$ cat src/rtl/led_pattern_ctrl.sv
// led_pattern_ctrl: per-channel LED driver (OFF / ON / BLINK / PWM).
// Software writes one channel per cycle; a shared blink prescaler and a shared
// PWM counter provide the timing for every channel. led_o is registered.

// One LED channel: holds its mode/duty and produces the registered drive bit.
module led_lane #(
    parameter int PWM_BITS = 8
) (
    input  logic                gclk,
    input  logic                grst_n,
    input  logic                we,
    input  logic [1:0]          mode_in,
    input  logic [PWM_BITS-1:0] duty_in,
    input  logic                blink_ph,
    input  logic [PWM_BITS-1:0] pwm_cnt,
    output logic                led
);

    typedef enum logic [1:0] {
        M_OFF   = 2'b00,
        M_ON    = 2'b01,
        M_BLINK = 2'b10,
        M_PWM   = 2'b11
    } mode_t;

    mode_t               mode;
    logic [PWM_BITS-1:0] duty;

    // Channel configuration; mode and duty are always loaded together.
    always_ff @(posedge gclk or negedge grst_n) begin
        if (!grst_n) begin
            mode <= M_OFF;
            duty <= '0;
        end else if (we) begin
            mode <= mode_t'(mode_in);
            duty <= duty_in;
        end
    end

    // Drive bit follows the stored mode immediately, no period alignment.
    always_ff @(posedge gclk or negedge grst_n) begin
        if (!grst_n) begin
            led <= 1'b0;
        end else begin
            case (mode)
                M_OFF:   led <= 1'b0;
                M_ON:    led <= 1'b1;
                M_BLINK: led <= blink_ph;
                M_PWM:   led <= (pwm_cnt < duty);
                default: led <= 1'b0;
            endcase
        end
    end

endmodule

module led_pattern_ctrl #(
    parameter int LED_WIDTH  = 8,
    parameter int PWM_BITS   = 8,
    parameter int BLINK_HALF = 62_500_000,
    parameter int CNT_BITS   = 27,
    parameter int CH_BITS    = 3
) (
    input  logic                 clk_i,
    input  logic                 rstn_i,
    input  logic                 cfg_we_i,
    input  logic [CH_BITS-1:0]   cfg_ch_i,
    input  logic [1:0]           cfg_mode_i,
    input  logic [PWM_BITS-1:0]  cfg_duty_i,
    input  logic                 sync_i,
    output logic                 cfg_ack_o,
    output logic                 cfg_err_o,
    output logic [LED_WIDTH-1:0] led_o
);

    // One extra bit so LED_WIDTH == 2**CH_BITS is still representable.
    localparam logic [CH_BITS:0]    NUM_CH   = (CH_BITS+1)'(LED_WIDTH);
    localparam logic [CNT_BITS-1:0] BLINK_TC = CNT_BITS'(BLINK_HALF - 1);

    logic [CNT_BITS-1:0]  blink_cnt;
    logic                 blink_ph;
    logic [PWM_BITS-1:0]  pwm_cnt;
    logic                 ch_ok;
    logic [LED_WIDTH-1:0] lane_we;

    assign ch_ok = ({1'b0, cfg_ch_i} < NUM_CH);

    // Blink prescaler: phase toggles every BLINK_HALF cycles; sync restarts it.
    always_ff @(posedge clk_i or negedge rstn_i) begin
        if (!rstn_i) begin
            blink_cnt <= '0;
            blink_ph  <= 1'b0;
        end else if (sync_i) begin
            blink_cnt <= '0;
            blink_ph  <= 1'b0;
        end else if (blink_cnt == BLINK_TC) begin
            blink_cnt <= '0;
            blink_ph  <= ~blink_ph;
        end else begin
            blink_cnt <= blink_cnt + 1'b1;
        end
    end

    // Free-running PWM counter, wraps naturally at 2**PWM_BITS.
    always_ff @(posedge clk_i or negedge rstn_i) begin
        if (!rstn_i) begin
            pwm_cnt <= '0;
        end else if (sync_i) begin
            pwm_cnt <= '0;
        end else begin
            pwm_cnt <= pwm_cnt + 1'b1;
        end
    end

    // Write handshake: one ack or err pulse per write strobe.
    always_ff @(posedge clk_i or negedge rstn_i) begin
        if (!rstn_i) begin
            cfg_ack_o <= 1'b0;
            cfg_err_o <= 1'b0;
        end else begin
            cfg_ack_o <= cfg_we_i && ch_ok;
            cfg_err_o <= cfg_we_i && !ch_ok;
        end
    end

    for (genvar i = 0; i < LED_WIDTH; i++) begin : g_lane
        assign lane_we[i] = cfg_we_i && ch_ok && (cfg_ch_i == CH_BITS'(i));

        led_lane #(
            .PWM_BITS (PWM_BITS)
        ) u_lane (
            .gclk     (clk_i),
            .grst_n   (rstn_i),
            .we       (lane_we[i]),
            .mode_in  (cfg_mode_i),
            .duty_in  (cfg_duty_i),
            .blink_ph (blink_ph),
            .pwm_cnt  (pwm_cnt),
            .led      (led_o[i])
        );
    end

endmodule

$ cat config.mk
export PLATFORM = sky130hd
export DESIGN_NAME = led_pattern_ctrl
export DESIGN_NICKNAME = d
export VERILOG_FILES = /design/src/rtl/led_pattern_ctrl.sv
export SDC_FILE = /design/constraint.sdc
export NUM_CORES = 1
export LEC_CHECK = 0
export CORE_MARGIN = 2
export CORE_UTILIZATION = 60
export CTS_BUF_LIST = sky130_fd_sc_hd__clkbuf_4 sky130_fd_sc_hd__clkbuf_8
export CTS_CLUSTER_SIZE = 40
export DETAILED_ROUTE_END_ITERATION = 6
export PLACE_DENSITY = 0.81
export REMOVE_ABC_BUFFERS = 1
export SLEW_MARGIN = 30
export SYNTH_ARGS = -nofsm -noshare
export SYNTH_HDL_FRONTEND = slang
export SYNTH_SLANG_ARGS = --single-unit
$ cat constraint.sdc
create_clock -name clk_i -period 6.4 [get_ports clk_i]
set_clock_uncertainty 0.15 [all_clocks]
set_input_delay 0.96 -clock clk_i [delete_from_list [all_inputs] [get_ports clk_i]]
set_output_delay 0.96 -clock clk_i [all_outputs]
set_load 0.02 [all_outputs]
# After elaboration in Yosys (flattened, before gate mapping)
# Index checks and enable logic that the tools add are counted.
# op_classes
addsub	2
order_cmp	8
eq_ne	32
muxes	13
bitwise_logic	1
reduce_logical	18
# ops
op	count
$lt A8 B8 Y1	8
$mux W27	2
$eq A2 B2 Y1 const B	16
$pmux W1 S4	8
$add A27 B1 Y27 const B	1
$eq A27 B26 Y1 const B	1
$eq A2 B1 Y1 const B	8
$logic_not A2 Y1	8
$eq A3 B3 Y1 const B	4
$add A8 B1 Y8 const B	1
$logic_and A1 B1 Y1	8
$mux W8	1
$eq A3 B2 Y1 const B	2
$eq A3 B1 Y1 const B	1
$logic_not A3 Y1	1
$mux W1	2
$reduce_bool A2 Y1	1
$not A1 Y1	1
# word_totals
reg_bits	125
output_inout_bits	10
elab_cells	102

# Longest topological paths before layout
# Gate-level depths: netlist of the first run.
# depth
depth_word	3
depth_mapped	8

# Modules after synthesis
# From an unflattened synthesis of the first run, not the netlist that was laid out.
# hier_totals
cells_unflattened	673
hier_area_um2	6471.2
# modules_own_cells
module	instances	cells_per_inst	area_per_inst_um2
led_lane	8	59	571.8
led_pattern_ctrl	1	201	1896.8

# Least setup slack after synthesis of the first run
# Ideal clock, no wire load.
# synth_timing
path_kind	in2reg
start	in cfg_ch_i[2]
end	reg g_lane[2].u_lane.duty[0]
arrival_ps	2083
setup_slack_ps	4042
path_stages	3
path_buffers	1
path_cell_list	clkbuf_1 -> nor3_1 -> mux2_2
# synth_via
elab_chain_cells	2
# synth_lines
item	line_no	source
start: declaration	67	input logic [CH_BITS-1:0] cfg_ch_i,
$eq A3 B2 Y1	127	assign lane_we[i] = cfg_we_i && ch_ok && (cfg_ch_i == CH_BITS'(i));
$logic_and A1 B1 Y1	127	
end signal: assignment	36	duty <= duty_in;
end: declaration	27	logic [PWM_BITS-1:0] duty;
# Every way passes these cells.
# A chain may end at the register's enable or synchronous reset.

# Worst setup path in the final report of the first run
# layout_timing
start	in cfg_ch_i[0]
end	reg g_lane[7].u_lane.duty[1]
# layout_via
elab_chain_cells	2
# layout_lines
item	line_no
$eq A3 B3 Y1	127
$logic_and A1 B1 Y1	127
end signal: assignment	36
end: declaration	27
# Every way passes these cells.

==> PnR_summary.wiki, run 1 <==
{| class="wikitable"
! Metric !! Value
|-
| Status || finished clean
|-
| Crit-path max FO || 10
|-
| Worst r2r src || blink_cnt[0]$_DFF_PN0_
|-
| I/O pin count || 27
|-
| Final ANT Viol Nets || 0
|-
| Sequential share of the synthesized area || 0.475
|-
| Die outline width || 109 microns
|-
| R2r endpoint || blink_cnt[18]$_DFF_PN0_
|-
| Wire length after detailed routing || 14.3 mm
|-
| Number of clock buffers inserted by TritonCTS || 17
|-
| Startpoint type of the worst setup path || input pin
|-
| Period Utilization, post-route || 0.415
|-
| Tightest hold margin || ~0.35 ns
|-
| Final cell count without fillers || 788
|-
| CTS tree || done
|-
| Number of antenna violations at the first check in global routing || 0
|-
| Clock Tree Buf Depth || 2
|-
| Portion of synthesized cell area occupied by the leading cell type || 0.475
|-
| Post-layout minimum cycle time || between 2 and 3 ns
|-
| Total area of multi-input combinational cells || 3120 sq um
|-
| Cell area power density || 285 nW/um^2
|-
| Count of hold-fix buffers inserted at cts || 0
|-
| Total congestion overflow after global routing || 0
|-
| Number of global-route vias before repair || about 4800
|-
| Crit path kind || in2reg
|-
| Leading cell types in the layout, fill and taps excluded || dfrtp_1 (125), inv_1 (60), ha_1 (58)
|-
| Post-cts sizing count || 0
|-
| Number of antenna repair diodes || 0
|-
| Std-Cell Core Area || 10800 sq um
|-
| Largest cells by area after synthesis || dfrtp_1 (47%), ha_1 (11%), mux2_2 (8.9%), inv_1 (3.4%), o21ai_0 (2.6%)
|-
| Global-route wire length before repair || 23.4 mm
|-
| Number of DRC violations after detailed routing || 0
|-
| Area growth, synth to finish || 10.9%
|-
| Flip-flop and latch count after synthesis || around 130
|-
| Highest clock frequency the design can meet || 377 MHz
|-
| Register Area || 3130 sq um
|-
| Max cap viols || 0
|-
| Leakage || 0.00351 uW
|-
| Combined area of all synthesized cells || around 6600 sq um
|-
| Number of pins exceeding their max-slew limit in the final report || 0
|-
| Row Count || 38
|-
| Fin area || between 7000 and 8000 sq um
|-
| Die Ht || 109 microns
|-
| Area post-placement || 6890 sq um
|-
| CP arrival || 2.84 ns
|-
| Average instance area after synthesis || approximately 11 sq um
|-
| Iter 0 DRT Violations || 220
|-
| Vias per cell || slightly below 6
|-
| Prevailing post-synth register cell || dfrtp_1
|-
| Fin Setup TNS || 0 ns
|-
| Maximum vdd ir drop || roughly 0.23 mV
|-
| Leading cell type in the layout, fill and taps excluded || dfrtp_1
|-
| Clock transition time at the flip-flop clock pins of the worst setup and hold paths || 0.07 ns
|-
| Number of enable-type register cells in the synthesized netlist || 0
|-
| Post-CTS setup buffers || 0
|-
| Quantity of I/O buffers inserted on ports || 25
|-
| Least-Margin Pin Slew || 0.759 ns
|-
| Setup slack of the critical path after layout || 3.75 ns
|-
| Number of hold violations in the final report || 0
|-
| Unrepaired setup endpoints after global routing || false
|-
| Tightest Hold Check Type || in2async
|-
| Count of H-tree levels built during CTS || 4
|-
| Synth warn || 0
|-
| Reg2Reg Depth || 6
|-
| CTS sink cnt || 125
|-
| Worst slew margin relative to its limit || 0.489
|-
| FF-to-FF setup slack || 4.08 ns
|-
| Final net count || 711
|-
| GRT Resource Usage Total || 0.267
|-
| Largest net degree at the start of global routing || 68
|-
| Fraction of registers with async set or reset after synthesis || 1.00
|-
| Fraction of final layout cells sized beyond drive strength 1 || 0.151
|-
| Required @ worst endpoint || 6.59 ns
|-
| Clock latency on the worst-skew pair || 0.45 ns
|-
| Effective utilization at floorplan || 0.610
|-
| Critical Path End Type || flop
|-
| Cell type with the highest aggregate area in the netlist || dfrtp_1
|-
| Netlist cell types || 39
|-
| HPWL after DPL || 9.34 mm
|-
| Wirelength per Cell || 18.1 microns
|-
| Final Setup Violations || 0
|-
| Area of the die || 11800 sq um
|-
| Fill count || 780
|-
| Worst-case setup slack after placement || around 3.2 ns
|-
| Routed via count || 4582
|-
| Final Wtd Congestion || 0.830
|-
| Detailed-router iteration count before antenna repair || 5
|-
| Instance count of the mapped netlist || 616
|-
| Clock tree root driver cell || clkbuf_8
|-
| Count of placed standard cells including taps || 757
|}
==> kinds of logic after synthesis <==
kind of cell	count (synthesis)	synth area share
compound gates	70	0.0642
xor+xnor	32	0.0425
fa+ha+maj	58	0.110
buf+inv	86	0.0558
flops	125	0.475
mux	60	0.101
other cells	1	0.000569
simple gates	184	0.151
==> how the worst max path moves through the flow <==
stage | from | end | slack [ns] | depth (start not counted)
final | cfg_ch_i[0] | g_lane[7].u_lane.duty[1]$_DFFE_PN0P_ | 3.75 | 3
after global placement | cfg_we_i | g_lane[4].u_lane.mode[0]$_DFFE_PN0P_ | 3.32 | 4
after detailed placement | cfg_we_i | g_lane[4].u_lane.mode[1]$_DFFE_PN0P_ | 3.18 | 4
after floorplan | cfg_ch_i[2] | g_lane[2].u_lane.duty[0]$_DFFE_PN0P_ | 3.86 | 2
after CTS | cfg_we_i | g_lane[4].u_lane.mode[1]$_DFFE_PN0P_ | 3.68 | 4
after global routing | cfg_ch_i[0] | g_lane[7].u_lane.duty[1]$_DFFE_PN0P_ | 3.66 | 3
==> cell type report <==
| type | count | area share |
|---|---|---|
| clock buffers | 24 | 0.0418 |
| well taps | 140 | 0.0240 |
| flip-flops and latches | 125 | 0.428 |
| inverters | 60 | 0.0308 |
| repair buffers | 27 | 0.0365 |
| clock inverters | 7 | 0.0120 |
| multi-input cells | 405 | 0.427 |
==> power breakdown <==
| group | internal, uW | switching, uW |
|---|---|---|
| registers | 917 | 71.8 |
| clock network | 389 | 305 |
| logic | 196 | 206 |
| total | 1500 | 583 |
==> flip-flops by register name, summed over array words and instances, names as in the netlist <==
signal,flops
g_lane.u_lane.mode,16
blink_cnt,27
g_lane.u_lane.led,8
g_lane.u_lane.duty,64
blink_ph,1
cfg_ack_o,1
pwm_cnt,8
==> critical path, cell delays in order <==
cell and delay (ns):
clkdlybuf4s50_1 0.72, nand4_1 0.64, mux2_2 0.51
==> synth_stat cells (2+ instances only) <==
| library cell | count |
|---|---|
| a21o_1 | 9 |
| nand2_1 | 45 |
| a21oi_1 | 8 |
| and3_1 | 6 |
| o21a_1 | 7 |
| ha_1 | 58 |
| buf_4 | 12 |
| mux2_2 | 52 |
| nor2_2 | 2 |
| nor2_1 | 44 |
| o21ai_1 | 3 |
| a211o_1 | 7 |
| nand4b_1 | 10 |
| and4_1 | 2 |
| xnor2_1 | 13 |
| nor3_1 | 3 |
| nand3_1 | 13 |
| nand4_1 | 25 |
| nor4_1 | 5 |
| nand2b_1 | 10 |
| nor4b_1 | 2 |
| dfrtp_1 | 125 |
| nor3b_2 | 2 |
| xor2_1 | 19 |
| clkbuf_1 | 14 |
| nor2b_1 | 8 |
| o21ai_0 | 34 |
| inv_1 | 60 |
| mux2i_1 | 8 |
==> layer usage <==
layer  GRT usage  vias to the layer above  wire, microns
li1            -                     2151              -
met1       0.331                     2270           6180
met2       0.441                      132           7050
met3      0.0616                       29            706
met4       0.127                        0            318
met5           0                        -              0
==> through the flow <==
stage	utilization	power [uW]
floorplan	-	1250
global placement	0.638	1360
detailed placement	0.638	1400
CTS	0.675	2090
global route	0.677	2190
finish	0.677	2080
No activity file was read; power rests on OpenSTA's default activity.
==> inputs of run 2 (changes only) <==
==> constraint.sdc (replaced) <==
create_clock -name clk_i -period 2.6 [get_ports clk_i]
set_clock_uncertainty 0.15 [all_clocks]
set_input_delay 0.39 -clock clk_i [delete_from_list [all_inputs] [get_ports clk_i]]
set_output_delay 0.39 -clock clk_i [all_outputs]
set_load 0.02 [all_outputs]
==> run 2 against run 1 <==
Against the previous run: power rose to 2.5 times the previous value; global-route usage down 0.25 points; combinational power up 150%; clock power rose to 2.6 times the previous value; via count about the same; sequential share of layout area down 0.69 points; non-clock buffer count up 12; highest routed layer unchanged.
==> PnR_summary.wiki, run 2 (same netlist as run 1, synthesis figures left out) <==
{| class="wikitable"
! Metric !! Value
|-
| Number of global-route vias before repair || around 4700
|-
| Number of hold violations in the final report || 0
|-
| Met2 Wirelength || 6.90 mm
|-
| Leading cell type in the layout, fill and taps excluded || dfrtp_1
|-
| Startpoint type of the worst setup path || flop
|-
| Internal power consumption || 3800 uW
|-
| Quantity of I/O buffers inserted on ports || 25
|-
| Vias per cell || about 5.7
|-
| Reg2Reg Depth || 6
|-
| Overall power of the completed layout || 5240 uW
|-
| Final Wtd Congestion || 0.839
|-
| Share of total power consumed by net switching || 0.275
|-
| I/O pin count || 27
|-
| Fraction of final layout cells sized beyond drive strength 1 || 0.165
|-
| Wire length after detailed routing || approximately 14 mm
|-
| HPWL after DPL || 9.56 mm
|-
| Detailed-router iteration count before antenna repair || 4
|-
| Unrepaired setup endpoints after global routing || false
|-
| Tightest Hold Check Type || in2async
|-
| FF-to-FF setup slack || 0.38 ns
|-
| Critical Path End Type || flop
|-
| Worst r2r src || blink_cnt[0]$_DFF_PN0_
|-
| Global-route wire length before repair || 23.2 mm
|-
| CTS tree || done
|-
| CTS sink cnt || 125
|-
| Number of clock buffers inserted by TritonCTS || 17
|-
| CP arrival || ~2.4 ns
|-
| Top layer used by detailed routing || met4
|-
| Final ANT Viol Nets || 0
|-
| Leading cell types in the layout, fill and taps excluded || dfrtp_1 (125), inv_1 (60), ha_1 (58)
|-
| Clock Tree Buf Depth || 2
|-
| Max cap viols || 0
|-
| Leakage || around 0.0036 uW
|-
| Post-cts sizing count || 0
|-
| Die outline width || 109 microns
|-
| Final cell count without fillers || 801
|-
| Number of DRC violations after detailed routing || 0
|-
| Top Registers || g_lane.u_lane.duty: 64 flops, blink_cnt: 27 flops, g_lane.u_lane.mode: 16 flops
|-
| Count of H-tree levels built during CTS || 4
|-
| Crit-path max FO || 5
|-
| Fill count || 794
|-
| Area of the die || between 10000 and 15000 sq um
|-
| Register Area || 3130 sq um
|-
| Number of pins exceeding their max-slew limit in the final report || 0
|-
| Routed via count || 4584
|-
| Period Utilization, post-route || 0.854
|-
| Highest clock frequency the design can meet || 450 MHz
|-
| Flop pwr share || 0.462
|-
| Register bank with the most flops || g_lane.u_lane.duty
|-
| Proportion of power drawn by the clock network || 0.347
|-
| Total area of multi-input combinational cells || between 3000 and 4000 sq um
|-
| Post-CTS setup buffers || 0
|-
| Count of placed standard cells including taps || 768
|-
| Clock tree root driver cell || clkbuf_8
|-
| Status || finished clean
|-
| R2r endpoint || blink_cnt[26]$_DFF_PN0_
|-
| Required @ worst endpoint || roughly 2.8 ns
|-
| Least-Margin Pin Slew || 0.627 ns
|-
| Net Sw Power || about 1400 uW
|-
| Total congestion overflow after global routing || 0
|-
| Worst slew margin relative to its limit || 0.580
|-
| Met3 Wirelength || 736 microns
|-
| Iter 0 DRT Violations || 271
|-
| Clock latency on the worst-skew pair || between 0.4 and 0.5 ns
|-
| Crit path kind || reg2reg
|-
| GRT Resource Usage Total || 0.264
|-
| Number of antenna repair diodes || 0
|-
| Clock transition time at the flip-flop clock pins of the worst setup and hold paths || 0.07 ns
|-
| Final Setup Violations || 0
|-
| Maximum vdd ir drop || 0.377 mV
|-
| Max FFs per register || 64
|-
| Wirelength per Cell || 17.5 microns
|-
| Largest net degree at the start of global routing || between 60 and 70
|-
| Count of hold-fix buffers inserted at cts || 1
|-
| Row Count || 38
|-
| Cell area power density || 706 nW/um^2
|-
| Post-layout minimum cycle time || 2.22 ns
|-
| Part of the power in combinational logic || 0.191
|-
| Fin Setup TNS || 0 ns
|-
| Number of antenna violations at the first check in global routing || 0
|-
| Wire length on met1 || 5.98 mm
|-
| Std-Cell Core Area || 10800 sq um
|-
| Die Ht || ~110 microns
|-
| Effective utilization at floorplan || 0.610
|-
| Final net count || around 720
|-
| Area growth, synth to finish || 12.7%
|}
## run 2: cell count changes in the layout (fill, tap and decap cells not counted), moves of 2 or more
| cell | previous run | this run |
|---|---|---|
| clkbuf_4 | 4 | 1 |
| nor3b_4 | 2 | 0 |
| clkinvlp_4 | 1 | 3 |
| buf_4 | 2 | 13 |
| nor3b_2 | 0 | 2 |
## run 2: worst max-delay path: stages (launching register included)
cell,delay [ns]
dfrtp_1,0.40
ha_1,0.25
nand4_2,0.17
or4_4,0.57
nor4_1,0.34
xnor2_1,0.18
nor2_2,0.04
## run 2: power by group through the flow
| stage | registers (uW) | logic, uW | clock network, uW |
|---|---|---|---|
| floorplan | 2460 | 607 | 0 |
| global placement | 2440 | 931 | 0 |
| detailed placement | 2460 | 991 | 0 |
| CTS | 2420 | 1010 | 1850 |
| global route | 2460 | 1120 | 1930 |
| finish | 2420 | 1000 | 1820 |
## run 2: how the worst max path moves through the flow
stage	end	cells after the start	from	slack, ns
5_1_grt	blink_cnt[26]$_DFF_PN0_	6	blink_cnt[0]$_DFF_PN0_	0.26
4_1_cts	blink_cnt[26]$_DFF_PN0_	6	blink_cnt[0]$_DFF_PN0_	0.36
2_1_floorplan	blink_cnt[10]$_DFF_PN0_	5	blink_cnt[12]$_DFF_PN0_	0.42
3_5_place_dp	g_lane[3].u_lane.mode[0]$_DFFE_PN0P_	3	cfg_ch_i[2]	0.23
3_3_place_gp	g_lane[3].u_lane.mode[0]$_DFFE_PN0P_	3	cfg_ch_i[2]	0.35
6_report	blink_cnt[26]$_DFF_PN0_	6	blink_cnt[0]$_DFF_PN0_	0.38
## run 2: cell type report
class,count,share of cell area
Inverter,60,0.0303
Multi-Input combinational cell,405,0.417
Sequential cell,125,0.421
Timing Repair Buffer,39,0.0495
Clock inverter,10,0.0184
Tap cell,140,0.0236
Clock buffer,22,0.0399
## run 2: stage by stage
stage | worst slack (ns) | area, sq um | hold WS [ns] | util
final | 0.379 | 7430 | 0.323 | 0.688
after floorplan | 0.420 | 6450 | -0.0556 | -
after CTS | 0.359 | 7430 | 0.328 | 0.688
after global routing | 0.260 | 7430 | 0.368 | 0.688
after global placement | 0.349 | 6980 | 0.256 | 0.647
after detailed placement | 0.232 | 6980 | 0.259 | 0.647
## run 2: layer usage
layer	global-route usage	up-vias
li1	-	2183
met1	0.335	2265
met2	0.442	110
met3	0.0568	26
met4	0.105	0
met5	0	-
==> variant 1, RTL diff (flow settings as in run 2) <==
Set the parameter `CH_BITS` to 6 (it was 3).
--- a/src/rtl/led_pattern_ctrl.sv
+++ b/src/rtl/led_pattern_ctrl.sv
@@ -59,7 +59,7 @@
     parameter int PWM_BITS   = 8,
     parameter int BLINK_HALF = 62_500_000,
     parameter int CNT_BITS   = 27,
-    parameter int CH_BITS    = 3
+    parameter int CH_BITS    = 6
 ) (
     input  logic                 clk_i,
     input  logic                 rstn_i,
Ports: changed (resized cfg_ch_i); port bits go from 27 to 30. No check against the original RTL was run, so the function may have changed too.
==> variant 1 against run 2 <==
Wire length up 5.6%. Synthesized cell count up 3.2%. Highest routed layer unchanged. Maximum frequency up 3.7%. Total power down 5.7%. Sequential power down 4%. Core utilization up 0.92 points. Sequential share of layout area down 0.77 points. Critical path type unchanged. Worst setup slack better by 0.079 ns. Critical path depth up 1. Largest cell class is now multi-input combinational cells. Synthesized area up 2.9%. Sequential cell count up 1. Cell area up 2.7%. Non-clock buffer count up 2. First-iteration DRC count up 16%.
==> variant 1: results (changes against run 2) <==
[detailed_routing]
viasPerCell=5.80  ; +1.3%
drt_pass1_iterations=4  ; unchanged
met2_length_mm=7.19  ; +4.2%
wl_met1_mm=6.28  ; +4.9%
top_layer_used=met4
wl_met3_mm=1.03  ; +40%
routed_wl_mm=14.8  ; +5.6%
drt_iter0_markers=315  ; +16%

[placed_design]
dpl.hpwl_mm=10.0  ; +5.1%
place_worst_setup_slack_ns=0.0671  ; -0.164 ns
place_area_sq_mm=0.00718  ; +2.9%
place_congestion=0.887  ; +5.7%
port_buffers=29  ; +16%

[global_route]
grt_use_met2=0.447  ; +0.00457
grtUsageMet1=0.360  ; +0.0254
top_usage_layer=met2
first_global_vias=4902  ; +3.7%
grtUsageTotal=0.275  ; +0.0114
antenna_found_initial=0  ; unchanged
grt_pass1_wl_mm=24.6  ; +5.8%
grtUsageMet3=0.0623  ; +0.00553
grt_max_degree=76  ; +25%

[clocking]
postCtsSetupBuffers=0  ; unchanged
h-tree-depth=4  ; unchanged
cts_buffers=17  ; unchanged
cts.reportedPaths.clkPinSlew_ns=0.07  ; about the same
root_buffer=clkbuf_8
clockBufferDepth=2  ; unchanged
clk_latency_ns=0.45

[layout]
fin_nets=747  ; +3.3%
nFillCells=806  ; +1.5%
top_regs=g_lane.u_lane.duty x64, blink_cnt x27, g_lane.u_lane.mode x16
drive_gt1_frac=0.157  ; -0.00801
antenna-diode-count=0  ; unchanged

[power]
peakVddDrop_mv=0.549  ; +46%
leakagePower_nw=3.68  ; +3.3%

[timing]
worstMarginPinSlew_ns=0.658  ; +0.0308 ns
tns_ns=0  ; unchanged

[logic_synthesis]
async_flop_share=1.00  ; unchanged
yosys_warnings=0  ; unchanged
netlist_top_cells_area=dfrtp_1, ha_1, mux2_2
synth_common_cells=dfrtp_1, inv_1, ha_1
yosysSeqAreaShare=0.465  ; -0.00963
synthMuxAreaShare=0.0997  ; -0.00136
synth_fa_ha_area_frac=0.107  ; -0.00309
synth_ff_type=dfrtp_1
synthXorXnorAreaFrac=0.0375  ; -0.00507
synth_compound_area_frac=0.0690  ; +0.00484
synth_cell_types=49  ; +26%

[setup_path]
critPathMaxFanout=17  ; +12
arrival_ns=2.33  ; -0.07 ns

[min_path]
hp-class=primary input to asynchronous set/reset pin

[run_status]
outcome=completed

[variant 1: worst paths after layout]
| check | slack [ns] | to | cells after the start | start |
|---|---|---|---|---|
| min reg2reg | 0.35 | blink_cnt[0]$_DFF_PN0_ | 1 | blink_cnt[0]$_DFF_PN0_ |
| min in group clk_i | 0.35 | blink_cnt[0]$_DFF_PN0_ | 1 | blink_cnt[0]$_DFF_PN0_ |
| min | 0.19 | g_lane[0].u_lane.duty[7]$_DFFE_PN0P_ | 2 | rstn_i |
| max in group asynchronous | 1.39 | g_lane[1].u_lane.led$_DFF_PN0_ | 3 | rstn_i |
| max | 0.46 | blink_cnt[13]$_DFF_PN0_ | 7 | blink_cnt[0]$_DFF_PN0_ |
| max reg2reg | 0.46 | blink_cnt[13]$_DFF_PN0_ | 7 | blink_cnt[0]$_DFF_PN0_ |
[variant 1: power breakdown]
part,switching [W],internal (W)
combinational,0.000413,0.000381
sequential,0.000133,0.00219
clock,0.000772,0.00105
[variant 1: stage by stage]
stage / std cells / hold WS (ns) / util
floorplan: 609 / -0.0556 / -
global placement: 789 / 0.119 / 0.657
detailed placement: 789 / 0.123 / 0.657
CTS: 822 / 0.175 / 0.697
global route: 822 / 0.213 / 0.697
finish: 822 / 0.193 / 0.697
[variant 1: critical path, stage by stage (launching register included)]
cell and delay (ns):
dfrtp_1 0.39, ha_1 0.25, nand4_1 0.32, nor2_1 0.27
nand4_1 0.14, nand2_1 0.25, buf_12 0.19, nor2_1 0.06
[variant 1: layout make-up]
class                   count  area share
clock buffers              22      0.0389
multi-input cells         422       0.424
flip-flops and latches    126       0.413
clock inverters            10      0.0177
repair buffers             41      0.0532
inverters                  61      0.0300
well taps                 140      0.0230
[variant 1: what timing repair did]
action / CTS / global route
hold endpoints to repair: 15 / 0
resized for setup: 0 / 0
hold buffers: 1 / 0
==> variant 2, RTL diff (settings of run 2) <==
Made on the original files. Reset style: synchronous (`grst_n` and `rstn_i`), changed in 5 clocked blocks.
--- a/src/rtl/led_pattern_ctrl.sv
+++ b/src/rtl/led_pattern_ctrl.sv
@@ -27,7 +27,7 @@
     logic [PWM_BITS-1:0] duty;
 
     // Channel configuration; mode and duty are always loaded together.
-    always_ff @(posedge gclk or negedge grst_n) begin
+    always_ff @(posedge gclk) begin
         if (!grst_n) begin
             mode <= M_OFF;
             duty <= '0;
@@ -38,7 +38,7 @@
     end
 
     // Drive bit follows the stored mode immediately, no period alignment.
-    always_ff @(posedge gclk or negedge grst_n) begin
+    always_ff @(posedge gclk) begin
         if (!grst_n) begin
             led <= 1'b0;
         end else begin
@@ -86,7 +86,7 @@
     assign ch_ok = ({1'b0, cfg_ch_i} < NUM_CH);
 
     // Blink prescaler: phase toggles every BLINK_HALF cycles; sync restarts it.
-    always_ff @(posedge clk_i or negedge rstn_i) begin
+    always_ff @(posedge clk_i) begin
         if (!rstn_i) begin
             blink_cnt <= '0;
             blink_ph  <= 1'b0;
@@ -102,7 +102,7 @@
     end
 
     // Free-running PWM counter, wraps naturally at 2**PWM_BITS.
-    always_ff @(posedge clk_i or negedge rstn_i) begin
+    always_ff @(posedge clk_i) begin
         if (!rstn_i) begin
             pwm_cnt <= '0;
         end else if (sync_i) begin
@@ -113,7 +113,7 @@
     end
 
     // Write handshake: one ack or err pulse per write strobe.
-    always_ff @(posedge clk_i or negedge rstn_i) begin
+    always_ff @(posedge clk_i) begin
         if (!rstn_i) begin
             cfg_ack_o <= 1'b0;
             cfg_err_o <= 1'b0;
Function: differs if rstn_i is asserted again (counterexample within 4 cycles, from zero or initial values and one cycle with rstn_i low); with rstn_i held inactive, the same outputs for 10 cycles.
==> variant 2 against run 2 <==
Final cell count up 19%. Cell area down 4.0%. Sequential cell count unchanged. Synthesized area down 2.2%. Worst setup slack better by 0.19 ns. Wire length up 4.9%. Highest routed layer unchanged. First-iteration DRC count up 18%. Worst hold slack worse by 0.018 ns.
Power is not compared: it rests on default switching activity, and its combinational part moved more than twofold at a synthesized area within 25%.
==> variant 2: results (changes against run 2) <==
[logic_synthesis]
async_flop_share=0  ; -1.00
synth_common_cells=nand2_1, dfxtp_1, a21boi_0
synth_cell_types=35  ; -10%
yosysSeqAreaShare=0.388  ; -0.0865
synthCells=789  ; +28%
netlist_top_cells_area=dfxtp_1, ha_1, nand2_1
yosys.area.top_type=dfxtp_1

[setup_path]
cp_slowest_cell=dfxtp_1
slowest_delay_ns=0.71  ; +0.14 ns
critPathMaxFanout=10  ; +5
worstReg2RegStart=pwm_cnt[5]$_SDFF_PP0_
arrival_ns=2.23  ; -0.17 ns
regToRegSetupSlack_ns=0.57  ; +0.19 ns
cp_top_family=flip-flops
r2r-end=g_lane[0].u_lane.led$_SDFF_PN0_

[layout]
fin_cells=950  ; +19%
drive_gt1_frac=0.0614  ; -0.103
fin_nets=878  ; +21%

[global_route]
grt_pass1_wl_mm=24.6  ; +5.8%
grt_use_met2=0.473  ; +0.0311
grtUsageMet1=0.314  ; -0.0215
grt_max_degree=66  ; +8.2%
grtUsageMet3=0.0684  ; +0.0116

[placed_design]
place_area_sq_mm=0.00674  ; -3.5%
place_congestion=0.841  ; +0.27%
dpl.cell_count=920  ; +20%
dpl.hpwl_mm=9.92  ; +3.8%
place_worst_setup_slack_ns=0.370  ; +0.139 ns

[detailed_routing]
dr_total_vias=5360  ; +17%
wl_met3_um=951  ; +29%
drt_pass1_iterations=7  ; +3
wl_met1_mm=5.94  ; -0.80%
routed_wl_mm=14.7  ; +4.9%
drt_iter0_markers=320  ; +18%
met2_length_mm=7.32  ; +6.0%
top_layer_used=met4

[min_path]
min_to=pwm_cnt[1]$_SDFF_PP0_
min_from=rstn_i
hp-class=primary input to register

[run_status]
outcome=completed

[timing]
setup_ws_ns=0.568  ; +0.189 ns
worstMarginPinSlew_ns=0.705  ; +0.0776 ns

[power]
p_seq_w=0.00197

-- variant 2: cell count changes after synthesis, moves of 8 or more --
| cell | delta |
|---|---|
| nand2_1 | +146 |
| dfrtp_1 | -125 |
| dfxtp_1 | +125 |
| a21boi_0 | +78 |
| mux2_2 | -52 |
| o21ai_0 | -22 |
| nor2_1 | +12 |
| buf_1 | +10 |
| a211oi_1 | +8 |
-- variant 2: cells by family (layout without fill, tap and decap cells) --
kind of cell             after synthesis  count (layout)  share of synthesized area
adder cells (fa/ha/maj)               58              58                      0.113
multiplexers                           8               8                     0.0124
AND/OR/NAND/NOR                      344             344                      0.245
flip-flops                           125             125                      0.388
AO/OA/AOI/OAI                        120             120                      0.130
other                                  1               1                   0.000582
buffers and inverters                101             126                     0.0675
XOR/XNOR                              32              32                     0.0435
-- variant 2: final cells by class --
type	instances	area, sq um
Clock buffer	23	304
Multi-Input combinational cell	563	3510
Tap cell	136	170
Sequential cell	125	2500
Clock inverter	7	87.6
Timing Repair Buffer	37	335
Inverter	59	221
Fill cell	824	3240
